File: src/rtl/host_stream_router.sv
// Packs a packetised host beat stream LSB-first into wide words and writes them to one of NUM_CH ports.
// Optional build macro HSR_CHECKSUM_EN adds a trailing XOR checksum beat per packet.
module host_stream_router #(
  parameter int unsigned IN_WIDTH   = 16,
  parameter int unsigned OUT_WIDTH  = 512,
  parameter int unsigned NUM_CH     = 2,
  parameter int unsigned ADDR_WIDTH = 9
) (
  input  logic                  clk,
  input  logic                  rst_n,
  input  logic [IN_WIDTH-1:0]   in_data,
  input  logic                  in_vld,
  output logic                  in_rdy,
  input  logic [NUM_CH-1:0]     ch_rdy,
  output logic [NUM_CH-1:0]     ch_wen,
  output logic [ADDR_WIDTH-1:0] wadr,
  output logic [OUT_WIDTH-1:0]  wdata,
  output logic                  busy,
  output logic                  err
);

  localparam int unsigned RATIO     = OUT_WIDTH / IN_WIDTH;
  localparam int unsigned CH_BITS   = (NUM_CH > 1) ? $clog2(NUM_CH) : 1;
  localparam int unsigned CNT_BITS  = IN_WIDTH - CH_BITS;
  localparam int unsigned BEAT_BITS = (RATIO > 1) ? $clog2(RATIO) : 1;

  typedef enum logic [1:0] {
    S_IDLE,
    S_ADDR,
    S_DATA,
    S_CSUM
  } state_t;

  state_t                state;
  logic [CH_BITS-1:0]    ch;
  logic [CNT_BITS-1:0]   words_left;
  logic [BEAT_BITS-1:0]  beat_cnt;
  logic [OUT_WIDTH-1:0]  acc;
  logic                  word_pend;
`ifdef HSR_CHECKSUM_EN
  logic [IN_WIDTH-1:0]   csum;
`endif

  logic                  sel_rdy;
  logic                  ch_ok;
  logic                  hdr_ok;
  logic                  write;
  logic                  accept;
  logic                  last_beat;
  logic [OUT_WIDTH-1:0]  word_next;

  assign ch_ok     = (32'(ch) < NUM_CH);
  assign hdr_ok    = (32'(in_data[IN_WIDTH-1 -: CH_BITS]) < NUM_CH);
  assign last_beat = (beat_cnt == BEAT_BITS'(RATIO - 1));

  // Channel-select of the ready/strobe; word_pend is only ever set for a valid channel.
  always_comb begin
    sel_rdy = 1'b0;
    ch_wen  = '0;
    for (int unsigned i = 0; i < NUM_CH; i++) begin
      if (ch == CH_BITS'(i)) begin
        sel_rdy   = ch_rdy[i];
        ch_wen[i] = word_pend && ch_rdy[i];
      end
    end
  end

  assign write  = |ch_wen;
  assign in_rdy = !(word_pend && !sel_rdy);
  assign accept = in_vld && in_rdy;
  assign busy   = (state != S_IDLE) || word_pend;

  // Accumulator with the current beat dropped into its slot.
  always_comb begin
    word_next = acc;
    word_next[32'(beat_cnt) * IN_WIDTH +: IN_WIDTH] = in_data;
  end

  always_ff @(posedge clk or negedge rst_n) begin
    if (!rst_n) begin
      state      <= S_IDLE;
      ch         <= '0;
      words_left <= '0;
      beat_cnt   <= '0;
      acc        <= '0;
      word_pend  <= 1'b0;
      err        <= 1'b0;
      wadr       <= '0;
      wdata      <= '0;
`ifdef HSR_CHECKSUM_EN
      csum       <= '0;
`endif
    end else begin
      if (write) begin
        word_pend <= 1'b0;
        wadr      <= wadr + 1'b1;
      end
      if (accept) begin
        case (state)
          S_IDLE: begin
            ch         <= in_data[IN_WIDTH-1 -: CH_BITS];
            words_left <= in_data[CNT_BITS-1:0];
            beat_cnt   <= '0;
            if (!hdr_ok) err <= 1'b1;
            state      <= S_ADDR;
          end
          S_ADDR: begin
            wadr  <= in_data[ADDR_WIDTH-1:0];
`ifdef HSR_CHECKSUM_EN
            csum  <= in_data;
`endif
            state <= S_DATA;
          end
          S_DATA: begin
`ifdef HSR_CHECKSUM_EN
            csum <= csum ^ in_data;
`endif
            if (last_beat) begin
              beat_cnt <= '0;
              acc      <= '0;
              wdata    <= word_next;
              if (ch_ok) word_pend <= 1'b1;
              if (words_left == '0) begin
`ifdef HSR_CHECKSUM_EN
                state <= S_CSUM;
`else
                state <= S_IDLE;
`endif
              end else begin
                words_left <= words_left - 1'b1;
              end
            end else begin
              acc      <= word_next;
              beat_cnt <= beat_cnt + 1'b1;
            end
          end
          S_CSUM: begin
`ifdef HSR_CHECKSUM_EN
            if (in_data != csum) err <= 1'b1;
`endif
            state <= S_IDLE;
          end
          default: state <= S_IDLE;
        endcase
      end
    end
  end

endmodule

File: config.mk
export PLATFORM = sky130hd
export DESIGN_NAME = host_stream_router
export DESIGN_NICKNAME = d
export VERILOG_FILES = /design/src/rtl/host_stream_router.sv
export SDC_FILE = /design/constraint.sdc
export NUM_CORES = 2
export LEC_CHECK = 0
export BUFFER_PORTS_ARGS = -buffer_cell sky130_fd_sc_hd__buf_2
export CAP_MARGIN = 10
export CELL_PAD_IN_SITES_DETAIL_PLACEMENT = 1
export CELL_PAD_IN_SITES_GLOBAL_PLACEMENT = 2
export CORE_MARGIN = 2
export CORE_UTILIZATION = 38
export CTS_CLUSTER_SIZE = 20
export DETAILED_ROUTE_END_ITERATION = 8
export HOLD_SLACK_MARGIN = 0.15
export PLACE_DENSITY_LB_ADDON = 0.1
export REMOVE_ABC_BUFFERS = 1
export SLEW_MARGIN = 10
export SYNTH_ARGS = -nofsm -noshare
export SYNTH_HDL_FRONTEND = slang
export SYNTH_SLANG_ARGS = --single-unit
File: constraint.sdc
create_clock -name clk -period 4.1 [get_ports clk]
set_clock_uncertainty 0.2 [all_clocks]
set_input_delay 0.41 -clock clk [delete_from_list [all_inputs] [get_ports clk]]
set_output_delay 0.41 -clock clk [all_outputs]
set_load 0.005 [all_outputs]
# Word-level counts from Yosys, hierarchy flattened
# Index checks and enable logic that the tools add are counted.
[totals]
reg_bits = 1057
input_bits = 21
[op_classes]
n_reduce_logical = 18
n_mux = 20
eq_ne = 7
n_addsub = 4
shift = 2
[op_table]
columns = ["cell", "count"]
rows = [
  ["$bwmux 512", 1],
  ["$mux 512", 1],
  ["$shift 16x34->512 const A", 1],
  ["$shiftx 16x34->512", 1],
  ["$neg 9->34", 1],
  ["$mux 15", 2],
  ["$pmux 15 s2", 1],
  ["$mux 9", 3],
  ["$logic_not 15->1", 1],
  ["$sub 15x1->15 const B", 1],
  ["$pmux 5 s2", 1],
  ["$add 9x1->9 const B", 1],
  ["$pmux 2 s4", 1],
  ["$mux 1", 7],
  ["$ne 2x2->1 const B", 3],
  ["$reduce_and 2->1", 3],
  ["$reduce_and 3->1", 2],
  ["$add 5x1->5 const B", 1],
  ["$eq 5x5->1 const B", 1],
  ["$mux 5", 1],
  ["$eq 2x2->1 const B", 2],
  ["$logic_and 1x1->1", 4],
  ["$mux 2", 2],
  ["$reduce_and 4->1", 1],
  ["other kinds (6)", 8],
]

# Logic depth before layout (Yosys ltp)
[depth]
word_depth = 7
mapped_depth = 14
depth_no_buf = 9

# Worst setup path before layout
# No wires, ideal clock.
[synth_timing]
kind = "register to register"
from = "reg beat_cnt[0]"
to = "reg acc[342]"
slack_ns = 0.307
synth_period_minus_slack_ns = 3.793
arrival_ns = 3.472
setup_time_ns = 0.121
n_path_buf = 5
path_stages_with_launch = 14
cell_sequence = "dfrtp_1 buf_2 buf_2 inv_1 ha_1 nor3b_1 ha_1 buf_2 or3_1 buf_4 nor4_4 o21ai_2 buf_2 a22o_1"
[synth_between]
elab_chain_cells = 4
word_cells_on_any_way = 6
[synth_rtl]
columns = ["item", "line", "text"]
rows = [
  ["start, declared", "37", "logic [BEAT_BITS-1:0] beat_cnt;"],
  ["start signal, assigned", "134", "beat_cnt <= beat_cnt + 1'b1;"],
  ["$neg 9->34", "76", "word_next[32'(beat_cnt) * IN_WIDTH +: IN_WIDTH] = in_data;"],
  ["$shiftx 16x34->512 / $shift 16x34->512 (equally long branches)", "76", ""],
  ["$bwmux 512", "76", ""],
  ["$mux 512 (*)", "118", "if (last_beat) begin"],
  ["end signal, assigned", "133", "acc <= word_next;"],
  ["end, declared", "38", "logic [OUT_WIDTH-1:0] acc;"],
]
# Mark *: on every way between the ends. The rest lies on a longest branch, timed or not.
# A chain may end at the register's enable or synchronous reset.

# Worst setup path in the final report
[layout_timing]
from = "reg beat_cnt[0]"
to = "reg acc[153]"
# The elaborated chain is that of the path after synthesis.

==> results.md <==
* Max Root-Sink Buffers at 3
* PwrDens at between 500 and 600 nW/um^2
* Ys flop type: dfrtp_1
* Die footprint at around 120,000 sq um
* Final slew viol count at 0
* Top achievable clock speed at around 0.27 GHz
* First-pass DRT Iterations at 5
* CP arrival at roughly 4100 ps
* Wire length on met1 at 75,100 um
* Max Fanout on Critical Path at 22
* Die Ht at 349 um
* Layout cells sized above 1 at 0.197
* Cells after DPL at 6,144
* RePlAce Congestion at ~0.82
* Synth area leader: dfrtp_1
* WL/cell at 26.0 um
* Place WS at 392 ps
* Hold Path Class: input pin to async pin
* Post-route ant nets at 0
* Max-Cap Viols at 0
* Num ports at between 500 and 600
* Part of the Yosys area used for sequential elements at 0.585
* Worst r2r src: beat_cnt[0]$_DFFE_PN0P_
* Final min period at approximately 3700 ps
* Most frequent cell after synthesis: dfrtp_1
* Routed wl met2 at roughly 80,000 um
* Number of DRC markers in iteration 0 at between 2,000 and 3,000
* Hold Vio Cnt, Final at 0
* Fin cells at between 6,000 and 7,000
* Vias per cell at 5.59
* Total GRT Usage at 0.271
* # nets final at 4,777
* Syn Area/Cell at 10.7 sq um
* Final antenna diode count at 0
* Starting density of the core at 0.383
* CTS H-tree lvls at 3
* Worst Setup SP: beat_cnt[0]$_DFFE_PN0P_
* Top cell type's share of synthesized area at 0.585
* Top routing layer used: met5
* Std cell rows at 126
* Final setup viols at 0
* RSZ-0062 raised after global routing: false
* Most instantiated cells after synthesis: 1,057 x dfrtp_1, 745 x nor2_1, 539 x a21oi_1
* Yosys reg bits at between 1,000 and 1,500
* Worst vdd ir at approximately 0.40 mV
* GRT overflow at 0
* Largest net degree at the start of global routing at approximately 140
* Met3 routed WL at roughly 7600 um
* Initial antenna violation count at 4
* DRC at 0
* Fin crit share at 0.904
* Critical path class: flip-flop to flip-flop
* Startpoint types: flip-flop
* Die Width at between 300 and 400 um
* Post-synthesis cell area at around 45,000 sq um
* Setup slack after layout at 393 ps
* Root Buffer: clkbuf_16
* DRT Wirelength at around 170,000 um
* Setup Buffers After CTS at 0
* Asr flop ratio synth at 1.00
* Post-synth EDFFs at 0
* Buffers on Ports at 545
* Area Overhead vs Synth at 20.1%
* Worst skew pair latency at 730 ps
* Synth unique cells at between 60 and 70
* Status: completed
* Worst Tran Pin Value at about 1200 ps
* CTS tree: built
* Total number of vias at around 36,000
* First-pass GRT wire length at around 250,000 um
* CTS Sinks at between 1,000 and 1,500
* Vias in the first global route at 36,700
* Yosys warns at 0
* Setup crit end kind: flip-flop
* Worst EP required at roughly 4500 ps
* Cells after Synth at ~4,200
* CTS clk-pin slew, worst paths at ~60 ps
* Final setup TNS at 0 ps
* Leakage at roughly 26 nW
* Core Region at 118,000 sq um
* Slew HR at 0.212
* Final HPWL DP at around 110,000 um
* Num CTS Buffers at 120
* Top post-synthesis cells by area: dfrtp_1 58%, mux2i_1 9.7%, nor2_1 6.2%
worst max-delay path, stage by stage, from the launching register on:
cell and delay (ps):
dfrtp_1 370, buf_4 220, ha_1 250, and3_1 210
ha_4 220, nor3b_1 330, o211ai_1 360, nor2_1 370
nand3_1 650, o21ai_0 400
per-stage QoR:
stage | hold slack, ps | util | area (sq um) | power, W
after floorplan | -85.6 | - | 43900 | 0.0166
after global placement | 262 | 0.424 | 50100 | 0.0203
after detailed placement | 271 | 0.424 | 50100 | 0.0204
after CTS | 196 | 0.460 | 54300 | 0.0315
after global routing | 213 | 0.460 | 54300 | 0.0328
final | 188 | 0.460 | 54300 | 0.0313
cells in the final DEF (no fill, tap or decap), types with 40 or more instances in the layout:
master / synthesis / routed
a21oi_1: 539 / 539
a22o_1: 290 / 290
buf_2: 98 / 544
buf_4: 5 / 130
clkbuf_16: 0 / 122
dfrtp_1: 1057 / 1057
mux2i_1: 436 / 436
nand2_1: 263 / 263
nand3_1: 43 / 40
nor2_1: 745 / 741
o21ai_0: 110 / 110
o2bb2ai_1: 127 / 127
power breakdown:
part | internal, W | total (W) | switching (W) | leakage [nW]
combinational | 0.00243 | 0.00803 | 0.00559 | 9.78
sequential | 0.0115 | 0.0123 | 0.000784 | 14.1
clock | 0.00639 | 0.0110 | 0.00458 | 2.00
total | 0.0203 | 0.0313 | 0.0110 | 25.9
timing repair:
action,4_1_cts,5_1_grt
gates resized for setup,0,0
hold endpoints to repair,162,0
hold buffers,20,0
registers in the layout (all words and copies together) (netlist names):
register,cells
word_pend,1
ch,1
wadr,9
beat_cnt,5
state,2
wdata,512
words_left,15
acc,512
cell type report:
cell class                      count  area (sq um)
Fill cell                       12900         63800
Sequential cell                  1057         26500
Multi-Input combinational cell   2847         17600
Timing Repair Buffer              715          4310
Clock buffer                      180          3620
Tap cell                         1536          1920
Clock inverter                     43           399
Inverter                            9          33.8
logic make-up (layout without fill, tap and decap cells):
family	count (synthesis)	count (layout)	share of synthesized area
simple gates	1175	1175	0.107
other cells	1	1	0.0000829
flops	1057	1057	0.585
mux	439	439	0.0973
compound gates	1216	1216	0.177
fa+ha+maj	6	6	0.00166
xor+xnor	10	10	0.00194
buf+inv	322	947	0.0300
routing by layer:
metal | global-route usage | vias to the layer above
met2 | 0.437 | 815
li1 | - | 16100
met5 | 0 | -
met4 | 0.0745 | 6
met1 | 0.379 | 18500
met3 | 0.0414 | 222
path summary, 6_finish.rpt:
kind / end / slack [ps] / cells past startpoint
max: acc[153]$_DFFE_PN0P_ / 390 / 9
min: wdata[125]$_DFFE_PN0P_ / 190 / 2
max reg2reg: acc[153]$_DFFE_PN0P_ / 390 / 9
min reg2reg: acc[158]$_DFFE_PN0P_ / 280 / 2
max in group asynchronous: acc[108]$_DFFE_PN0P_ / 2340 / 3
min in group clk: wadr[6]$_DFF_PN0_ / 260 / 5
Note: power is estimated with default switching activity, not from simulation.
